[src/rtl/ctrl_pkg.sv]
// ctrl_pkg
// Shared definitions for the multicycle control unit: the controller state
// enumeration, the decoded instruction classes, the opcode map and the
// select encodings driven onto the datapath (extender, ALU op, ALU B source).
package ctrl_pkg;

  typedef enum logic [3:0] {
    IDLE,
    FETCH,
    DECODE,
    EXECR,
    EXECI,
    ALUWB,
    MEMADR,
    MEMREAD,
    MEMWB,
    MEMWRITE,
    BRANCH,
    HALT
  } state_t;

  typedef enum logic [2:0] {
    CLS_REG,
    CLS_IMM,
    CLS_MEM,
    CLS_BRANCH,
    CLS_HALT,
    CLS_ILLEGAL
  } instrClass_t;

  // Opcode map (Instr[31:28])
  localparam logic [3:0] OP_ADD  = 4'b0000;
  localparam logic [3:0] OP_SUB  = 4'b0001;
  localparam logic [3:0] OP_AND  = 4'b0010;
  localparam logic [3:0] OP_OR   = 4'b0011;
  localparam logic [3:0] OP_ADDI = 4'b0100;
  localparam logic [3:0] OP_SUBI = 4'b0101;
  localparam logic [3:0] OP_LDR  = 4'b0110;
  localparam logic [3:0] OP_STR  = 4'b0111;
  localparam logic [3:0] OP_B    = 4'b1000;
  localparam logic [3:0] OP_BEQ  = 4'b1001;
  localparam logic [3:0] OP_HALT = 4'b1111;

  // Immediate extender select
  localparam logic [1:0] IMM_BRANCH = 2'b00;
  localparam logic [1:0] IMM_MEM    = 2'b01;
  localparam logic [1:0] IMM_ALUI   = 2'b10;
  localparam logic [1:0] IMM_REG    = 2'b11;

  // ALU operation
  localparam logic [1:0] ALU_ADD = 2'b00;
  localparam logic [1:0] ALU_SUB = 2'b01;
  localparam logic [1:0] ALU_AND = 2'b10;
  localparam logic [1:0] ALU_OR  = 2'b11;

  // ALU B operand source
  localparam logic [1:0] ALUB_REG  = 2'b00;
  localparam logic [1:0] ALUB_IMM  = 2'b01;
  localparam logic [1:0] ALUB_FOUR = 2'b10;

endpackage

[src/rtl/control_decode.sv]
// control_decode
// Purely combinational opcode classifier used by the DECODE state.
// Ports:
//   opcode     in   OPW  instruction opcode
//   instrClass out  3    instruction class (ctrl_pkg::instrClass_t)
//   immSrc     out  2    extender select for this opcode
//   legal      out  1    opcode is defined
module control_decode
  import ctrl_pkg::*;
#(
  parameter int OPW = 4
) (
  input  logic [OPW-1:0] opcode,
  output instrClass_t    instrClass,
  output logic [1:0]     immSrc,
  output logic           legal
);

  always_comb begin
    instrClass = CLS_ILLEGAL;
    immSrc     = IMM_BRANCH;
    legal      = 1'b1;
    case (opcode)
      OPW'(OP_ADD), OPW'(OP_SUB), OPW'(OP_AND), OPW'(OP_OR): begin
        instrClass = CLS_REG;
        immSrc     = IMM_REG;
      end
      OPW'(OP_ADDI), OPW'(OP_SUBI): begin
        instrClass = CLS_IMM;
        immSrc     = IMM_ALUI;
      end
      OPW'(OP_LDR), OPW'(OP_STR): begin
        instrClass = CLS_MEM;
        immSrc     = IMM_MEM;
      end
      OPW'(OP_B), OPW'(OP_BEQ): begin
        instrClass = CLS_BRANCH;
        immSrc     = IMM_BRANCH;
      end
      OPW'(OP_HALT): begin
        instrClass = CLS_HALT;
      end
      default: begin
        legal = 1'b0;
      end
    endcase
  end

endmodule

[src/rtl/multicycle_control.sv]
// multicycle_control
// Multicycle processor control FSM. Steps each instruction through
// fetch/decode/execute/memory/writeback and owns every datapath strobe.
// Ports:
//   clk, rst_n   clock, asynchronous active-low reset
//   run          leave IDLE and start fetching
//   opcode       opcode from the instruction register
//   zero         ALU zero flag (used in BRANCH)
//   mem_ready    memory handshake completion
//   mem_req, mem_write, adr_src          memory controls
//   ir_write, pc_write, reg_write        register strobes
//   alu_src_b, alu_op, result_src        datapath selects
//   imm_src      extender select, registered in DECODE
//   halted       high in HALT
//   illegal_op   one-cycle pulse on an undefined opcode
module multicycle_control
  import ctrl_pkg::*;
#(
  parameter int OPW = 4
) (
  input  logic           clk,
  input  logic           rst_n,
  input  logic           run,
  input  logic [OPW-1:0] opcode,
  input  logic           zero,
  input  logic           mem_ready,
  output logic           mem_req,
  output logic           mem_write,
  output logic           adr_src,
  output logic           ir_write,
  output logic           pc_write,
  output logic           reg_write,
  output logic [1:0]     alu_src_b,
  output logic [1:0]     alu_op,
  output logic           result_src,
  output logic [1:0]     imm_src,
  output logic           halted,
  output logic           illegal_op
);

  state_t      state;
  state_t      nextState;
  instrClass_t decClass;
  logic [1:0]  decImm;
  logic        decLegal;

  control_decode #(.OPW(OPW)) uDecode (
    .opcode     (opcode),
    .instrClass (decClass),
    .immSrc     (decImm),
    .legal      (decLegal)
  );

  always_ff @(posedge clk or negedge rst_n) begin
    if (!rst_n) begin
      state <= IDLE;
    end else begin
      state <= nextState;
    end
  end

  // The extender select is held in a register so the immediate stays stable
  // for the whole execute/memory phase. HALT and undefined opcodes leave the
  // previous select in place.
  always_ff @(posedge clk or negedge rst_n) begin
    if (!rst_n) begin
      imm_src <= IMM_BRANCH;
    end else if (state == DECODE && decLegal && decClass != CLS_HALT) begin
      imm_src <= decImm;
    end
  end

  always_comb begin
    nextState  = state;
    mem_req    = 1'b0;
    mem_write  = 1'b0;
    adr_src    = 1'b0;
    ir_write   = 1'b0;
    pc_write   = 1'b0;
    reg_write  = 1'b0;
    alu_src_b  = ALUB_REG;
    alu_op     = ALU_ADD;
    result_src = 1'b0;
    halted     = 1'b0;
    illegal_op = 1'b0;

    case (state)
      IDLE: begin
        if (run) nextState = FETCH;
      end

      FETCH: begin
        mem_req = 1'b1;
        // IR load and PC+4 only once the instruction word has arrived.
        if (mem_ready) begin
          ir_write  = 1'b1;
          pc_write  = 1'b1;
          alu_src_b = ALUB_FOUR;
          alu_op    = ALU_ADD;
          nextState = DECODE;
        end
      end

      DECODE: begin
        case (decClass)
          CLS_REG:    nextState = EXECR;
          CLS_IMM:    nextState = EXECI;
          CLS_MEM:    nextState = MEMADR;
          CLS_BRANCH: nextState = BRANCH;
          CLS_HALT:   nextState = HALT;
          default: begin
            illegal_op = 1'b1;
            nextState  = FETCH;
          end
        endcase
      end

      EXECR: begin
        alu_src_b = ALUB_REG;
        alu_op    = opcode[1:0];
        nextState = ALUWB;
      end

      EXECI: begin
        alu_src_b = ALUB_IMM;
        alu_op    = {1'b0, opcode[0]};
        nextState = ALUWB;
      end

      ALUWB: begin
        reg_write  = 1'b1;
        result_src = 1'b0;
        nextState  = FETCH;
      end

      MEMADR: begin
        alu_src_b = ALUB_IMM;
        alu_op    = ALU_ADD;
        // opcode[0] separates STR from LDR
        nextState = opcode[0] ? MEMWRITE : MEMREAD;
      end

      MEMREAD: begin
        mem_req = 1'b1;
        adr_src = 1'b1;
        if (mem_ready) nextState = MEMWB;
      end

      MEMWB: begin
        reg_write  = 1'b1;
        result_src = 1'b1;
        nextState  = FETCH;
      end

      MEMWRITE: begin
        mem_req   = 1'b1;
        mem_write = 1'b1;
        adr_src   = 1'b1;
        if (mem_ready) nextState = FETCH;
      end

      BRANCH: begin
        alu_src_b = ALUB_IMM;
        alu_op    = ALU_ADD;
        // opcode[0] = 0 is the unconditional B; BEQ needs the zero flag.
        pc_write  = ~opcode[0] | zero;
        nextState = FETCH;
      end

      HALT: begin
        halted    = 1'b1;
        nextState = HALT;
      end

      default: begin
        nextState = IDLE;
      end
    endcase
  end

endmodule

[config.mk]
export PLATFORM = sky130hd
export DESIGN_NAME = multicycle_control
export DESIGN_NICKNAME = d
export VERILOG_FILES = /design/src/rtl/ctrl_pkg.sv /design/src/rtl/control_decode.sv /design/src/rtl/multicycle_control.sv
export SDC_FILE = /design/constraint.sdc
export NUM_CORES = 1
export LEC_CHECK = 0
export CORE_MARGIN = 2
export CORE_UTILIZATION = 43
export DETAILED_ROUTE_END_ITERATION = 8
export GPL_TIMING_DRIVEN = 0
export HOLD_SLACK_MARGIN = 0.06
export PLACE_DENSITY = 0.75
export SKIP_LAST_GASP = 1
export SLEW_MARGIN = 20
export SYNTH_ARGS = -nofsm -noshare
export SYNTH_HDL_FRONTEND = slang
export SYNTH_SLANG_ARGS = --single-unit
export TNS_END_PERCENT = 1
[constraint.sdc]
create_clock -name clk -period 1.85 [get_ports clk]
set_input_delay 0.4625 -clock clk [delete_from_list [all_inputs] [get_ports clk]]
set_output_delay 0.4625 -clock clk [all_outputs]
set_load 0.02 [all_outputs]
# == After elaboration in Yosys (flattened, before gate mapping) ==
# Cells that the tools add are included.
# W data, S select, Z words.
# op_classes
n_lt_le_gt_ge,0
multipliers,0
addsub,0
n_eq_ne,30
shifts,0
n_reduce_logical,18
bitwise_logic,2
n_mux,24
div_mod_pow,0
# op_table
op,n
$pmux W4 S9,1
$eq A4 B3 Y1 const B,8
$eq A4 B4 Y1 const B,7
$mux W4,5
$pmux W4 S5,1
$eq A4 B2 Y1 const B,4
$pmux W3 S5,1
$reduce_or A2 Y1,6
$mux W1,11
$reduce_or A11 Y1,1
$reduce_or A3 Y1,3
$eq A4 B1 Y1 const B,2
$logic_not A4 Y1,2
$ne A2 B2 Y1 const B,4
$pmux W2 S2,2
$eq A3 B2 Y1 const B,2
$pmux W2 S3,1
$reduce_or A5 Y1,1
$reduce_and A4 Y1,1
$reduce_or A4 Y1,1
$eq A3 B1 Y1 const B,1
$eq A3 B3 Y1 const B,1
$logic_not A3 Y1,1
$ne A3 B3 Y1 const B,1
5 further kinds,6
# word_totals
rom_bits,0
mem_count,0
mem_bits_rw,0
word_cells,76
latchBits,0
out_inout_bits,15
register_bits,6

# == Depth between registers and ports, before layout ==
# logic_depth
ltp_word,7
depth_mapped,6
depth_no_buf,4

# == Cells and area by module ==
# A second synthesis with hierarchy kept.
# unflattened
cells_unflattened,88
hier_area_um2,680.7
# modules_own_cells
mod,area_per_inst_um2,cells_per_inst,instances
multicycle_control,616.8,77,1
control_decode,63.8,11,1

# == Worst setup path after synthesis ==
# OpenSTA, ideal clock, no wires.
# synth_path
path_kind,register -> output
startpoint,register state[0]
endpoint,output alu_src_b[1]
stages_incl_launch_ff,6
arrival_ps,1606
path_slack_ps,-219
required_ps,1387
path_cell_list,dfrtp_1 buf_2 nor2b_1 nand2_1 nor3_1 buf_4
# synth_via
elab_chain_cells,3
word_cells_on_any_way,6
classes_between,eq/ne (4); mux (1); reduce/logical (1)
# synth_lines
element,line,source
"start, declared",multicycle_control.sv:41,state_t state;
"start signal, assigned",multicycle_control.sv:58,state <= nextState;
$eq A4 B4 Y1 or $eq A4 B3 Y1 (tied branches),multicycle_control.sv:87,case (state)
$reduce_or A3 Y1 (no source line),--,
$pmux W2 S2 (*),multicycle_control.sv:87,
"end, declared",multicycle_control.sv:33,"output logic [1:0] alu_src_b,"
# Mark *: on every way between the ends. The rest lies on a longest branch, timed or not.

# == Final worst setup path ==
# layout_path
startpoint,register state[1]
endpoint,output alu_op[0]
# layout_via
elab_chain_cells,2
word_cells_on_any_way,3
classes_between,eq/ne (2); mux (1)
# layout_lines
element,line,source
$eq A4 B3 Y1 or $eq A4 B2 Y1 (tied branches),multicycle_control.sv:87,
$pmux W2 S2 (*),multicycle_control.sv:87,
"end, declared",multicycle_control.sv:34,"output logic [1:0] alu_op,"
# Marks and branches as above.

==> flow_summary.toml <==
[run_status]
outcome = "finished, violations left"
violations = "negative setup slack"

[global_routing]
busiest_layer = "met2"
antenna_found_initial = 0
overflow = 0
grt.met1_usage_pct = 30.1
grt_use_met2_pct = 37.9
grt_usage_pct = 23.2
grt_max_degree = 11
use_met3_pct = 1.70
grt_pass1_vias = 757
grt_pass1_wl_um = 3280

[detailed_routing]
wl_um = 2010
via_per_inst = 5.72
vias = 847
ant_nets = 0
initialDrtViolationCount = 20
routedWlPerCell_um = 13.6
post-route-drc-count = 0
drt_pass1_iterations = 4

[yosys]
synth_nets = 104
synthXorXnorAreaFrac_pct = 1.35
synth_fa_ha_area_share_pct = 0
yosysWarningCount = 0
ys_seq_elements = 6
syn-cell-area_um2 = 651
synthSimpleGateAreaFrac_pct = 38.7
avgSynthCellArea_um2 = 6.85
synth_top_family_by_area = "simple AND/OR/NAND/NOR gates"
seq_area_frac_synth_pct = 23.1
synthMuxAreaShare_pct = 0
synth_top_area_share_pct = 23.1
syn-instance-count = 95
synth_compound_area_share_pct = 28.3
ys_types = 31
yosysTopAreaCell = "dfrtp_1"
yosys-top-cells-area = "dfrtp_1, nand2_1, nor2_1"

[power]
power_density_mw_per_mm2 = 1490
vdd_drop_max_mv = 0.926
leakage_nw = 0.474

[finish]
seq_area_um2 = 153
nets = 143
final_cell_mix = "nand2_1, buf_4, nor2_1"
fin_util_pct = 72.8
final_common_cell = "nand2_1"
fin_cells = 148
insertedDiodeCount = 0
multi_input_area_um2 = 478
layout-drive-gt1-share_pct = 34.8
nFillCells = 128
syn_to_final_growth_pct = 62.7

[die]
fp.coreArea_mm2 = 0.00145
die-area_mm2 = 0.00184
die_w_um = 42.9
initial_core_util_pct = 44.8
rows = 14
boundaryPins = 24
die_h_um = 42.9

[clock_tree]
cts_hold_buf = 0
cts_tree = "done"
clkTransAtPathRegs_ns = 0.04
numClockSinks = 6
clockBufferDepth = 2
cts_buffers = 3
clk_latency_ns = 0.25
h-tree-depth = 1
cts-root-buf = "clkbuf_4"

[timing]
whs_ns = 0.443
skew_ns = 0.00490
timing.final.ws_setup_ns = -0.0998
maxSlewViolCount = 0
tightest_slew_ns = 0.261
setup-violations-final = 10
relSlewSlack_pct = 82.4
rsz0062_at_grt = "true"
period_minus_slack_ns = 1.95
hold_violations = 0
post-route-period-util_pct = 105
fmax_mhz = 513

[placed_design]
gp_congestion = 0.859
port_buffers = 23
placedCellCount = 134
hpwl_um = 1290

[setup_path]
cp_max_fo = 10
crit_required_ns = 1.39
critical_path_class = "reg2out"
end_kind = "output port"
arrival_ns = 1.49
worstSetupStartpointType = "flip-flop"

[job]
maxCapViolCount = 0

[min_path]
hold_path_class = "in2async"
==> critical path, stage by stage, from the launching register on <==
cell      delay (ns)
dfrtp_1         0.41
buf_6           0.15
clkbuf_8        0.15
nor2_2          0.10
a21oi_1         0.07
nor3b_1         0.17
buf_2           0.19
==> routing by layer <==
metal  vias up  wire [µm]
li1        412          -
met1       401        905
met2        29        955
met3         5         93
met4         0         52
met5         -          0
==> final cells by class <==
type                            instances  share of cell area, %
Buffer                                  8                   8.87
Inverter                                2                  0.709
Sequential cell                         6                   14.4
Multi-Input combinational cell         78                   45.2
Timing Repair Buffer                   35                   26.8
Tap cell                               16                   1.89
Clock buffer                            3                   2.13
==> kinds of logic (layout without fill, tap and decap cells) <==
kind of cell,count (synthesis),in the layout
AND/OR/NAND/NOR,49,49
buffers and inverters,11,48
flip-flops,6,6
AO/OA/AOI/OAI,28,28
XOR/XNOR,1,1
==> flip-flops by register name, indices dropped and copies added, names as in the netlist <==
| signal | count |
|---|---|
| imm_src | 2 |
| state | 4 |
==> what timing repair did <==
| item | CTS | global route |
|---|---|---|
| buffers inserted | 10 | 1 |
| gates resized for setup | 74 | 6 |
| pin swaps | 4 | 5 |
| gates cloned | 0 | 1 |
| endpoints found under the setup margin | 13 | 13 |
==> final timing paths <==
| path | from | end | slack [ns] | cells past startpoint |
|---|---|---|---|---|
| hold / removal | rst_n | state[1] | 0.44 | 1 |
| setup reg to reg | state[3] | imm_src[0] | 0.15 | 4 |
| setup / recovery | state[1] | alu_op[0] | -0.1 | 6 |
| max in group asynchronous | rst_n | state[3] | 1.18 | 1 |
| min in group clk | imm_src[0] | imm_src[0] | 0.51 | 1 |
| hold reg to reg | imm_src[0] | imm_src[0] | 0.51 | 1 |
==> cell usage after synthesis, drive strengths merged <==
cell and count:
inv 2, nand3b 1, nand2b 2, nor3 4, nand3 1, a211oi 3, o32a 2, nor2 14
nand2 14, a32oi 1, and4 1, o21ai 9, nor4b 1, nor3b 1, a21boi 1, a21oi 5
or4b 1, a31oi 5, nor2b 8, buf 6, and2 1, xnor2 1, clkbuf 3, o22ai 2
dfrtp 6
==> stage by stage <==
| stage | worst slack [ns] | total power [W] | cell area, µm² | setup TNS (ns) |
|---|---|---|---|---|
| 2_1_floorplan | -0.0468 | 0.000864 | 656 | -0.0473 |
| 3_3_place_gp | -0.806 | 0.00117 | 906 | -5.99 |
| 3_5_place_dp | -0.818 | 0.00118 | 906 | -6.24 |
| 4_1_cts | -0.0998 | 0.00154 | 1050 | -0.741 |
| 5_1_grt | -0.150 | 0.00169 | 1060 | -1.30 |
| 6_report | -0.0998 | 0.00158 | 1060 | -0.620 |
==> where the power goes <==
group | internal, W | leakage (nW) | switching, W
combinational | 0.000596 | 0.392 | 0.000626
sequential | 0.000187 | 0.0688 | 0.0000508
clock | 0.0000734 | 0.0138 | 0.0000476
Note: power is estimated with default switching activity, not from simulation.
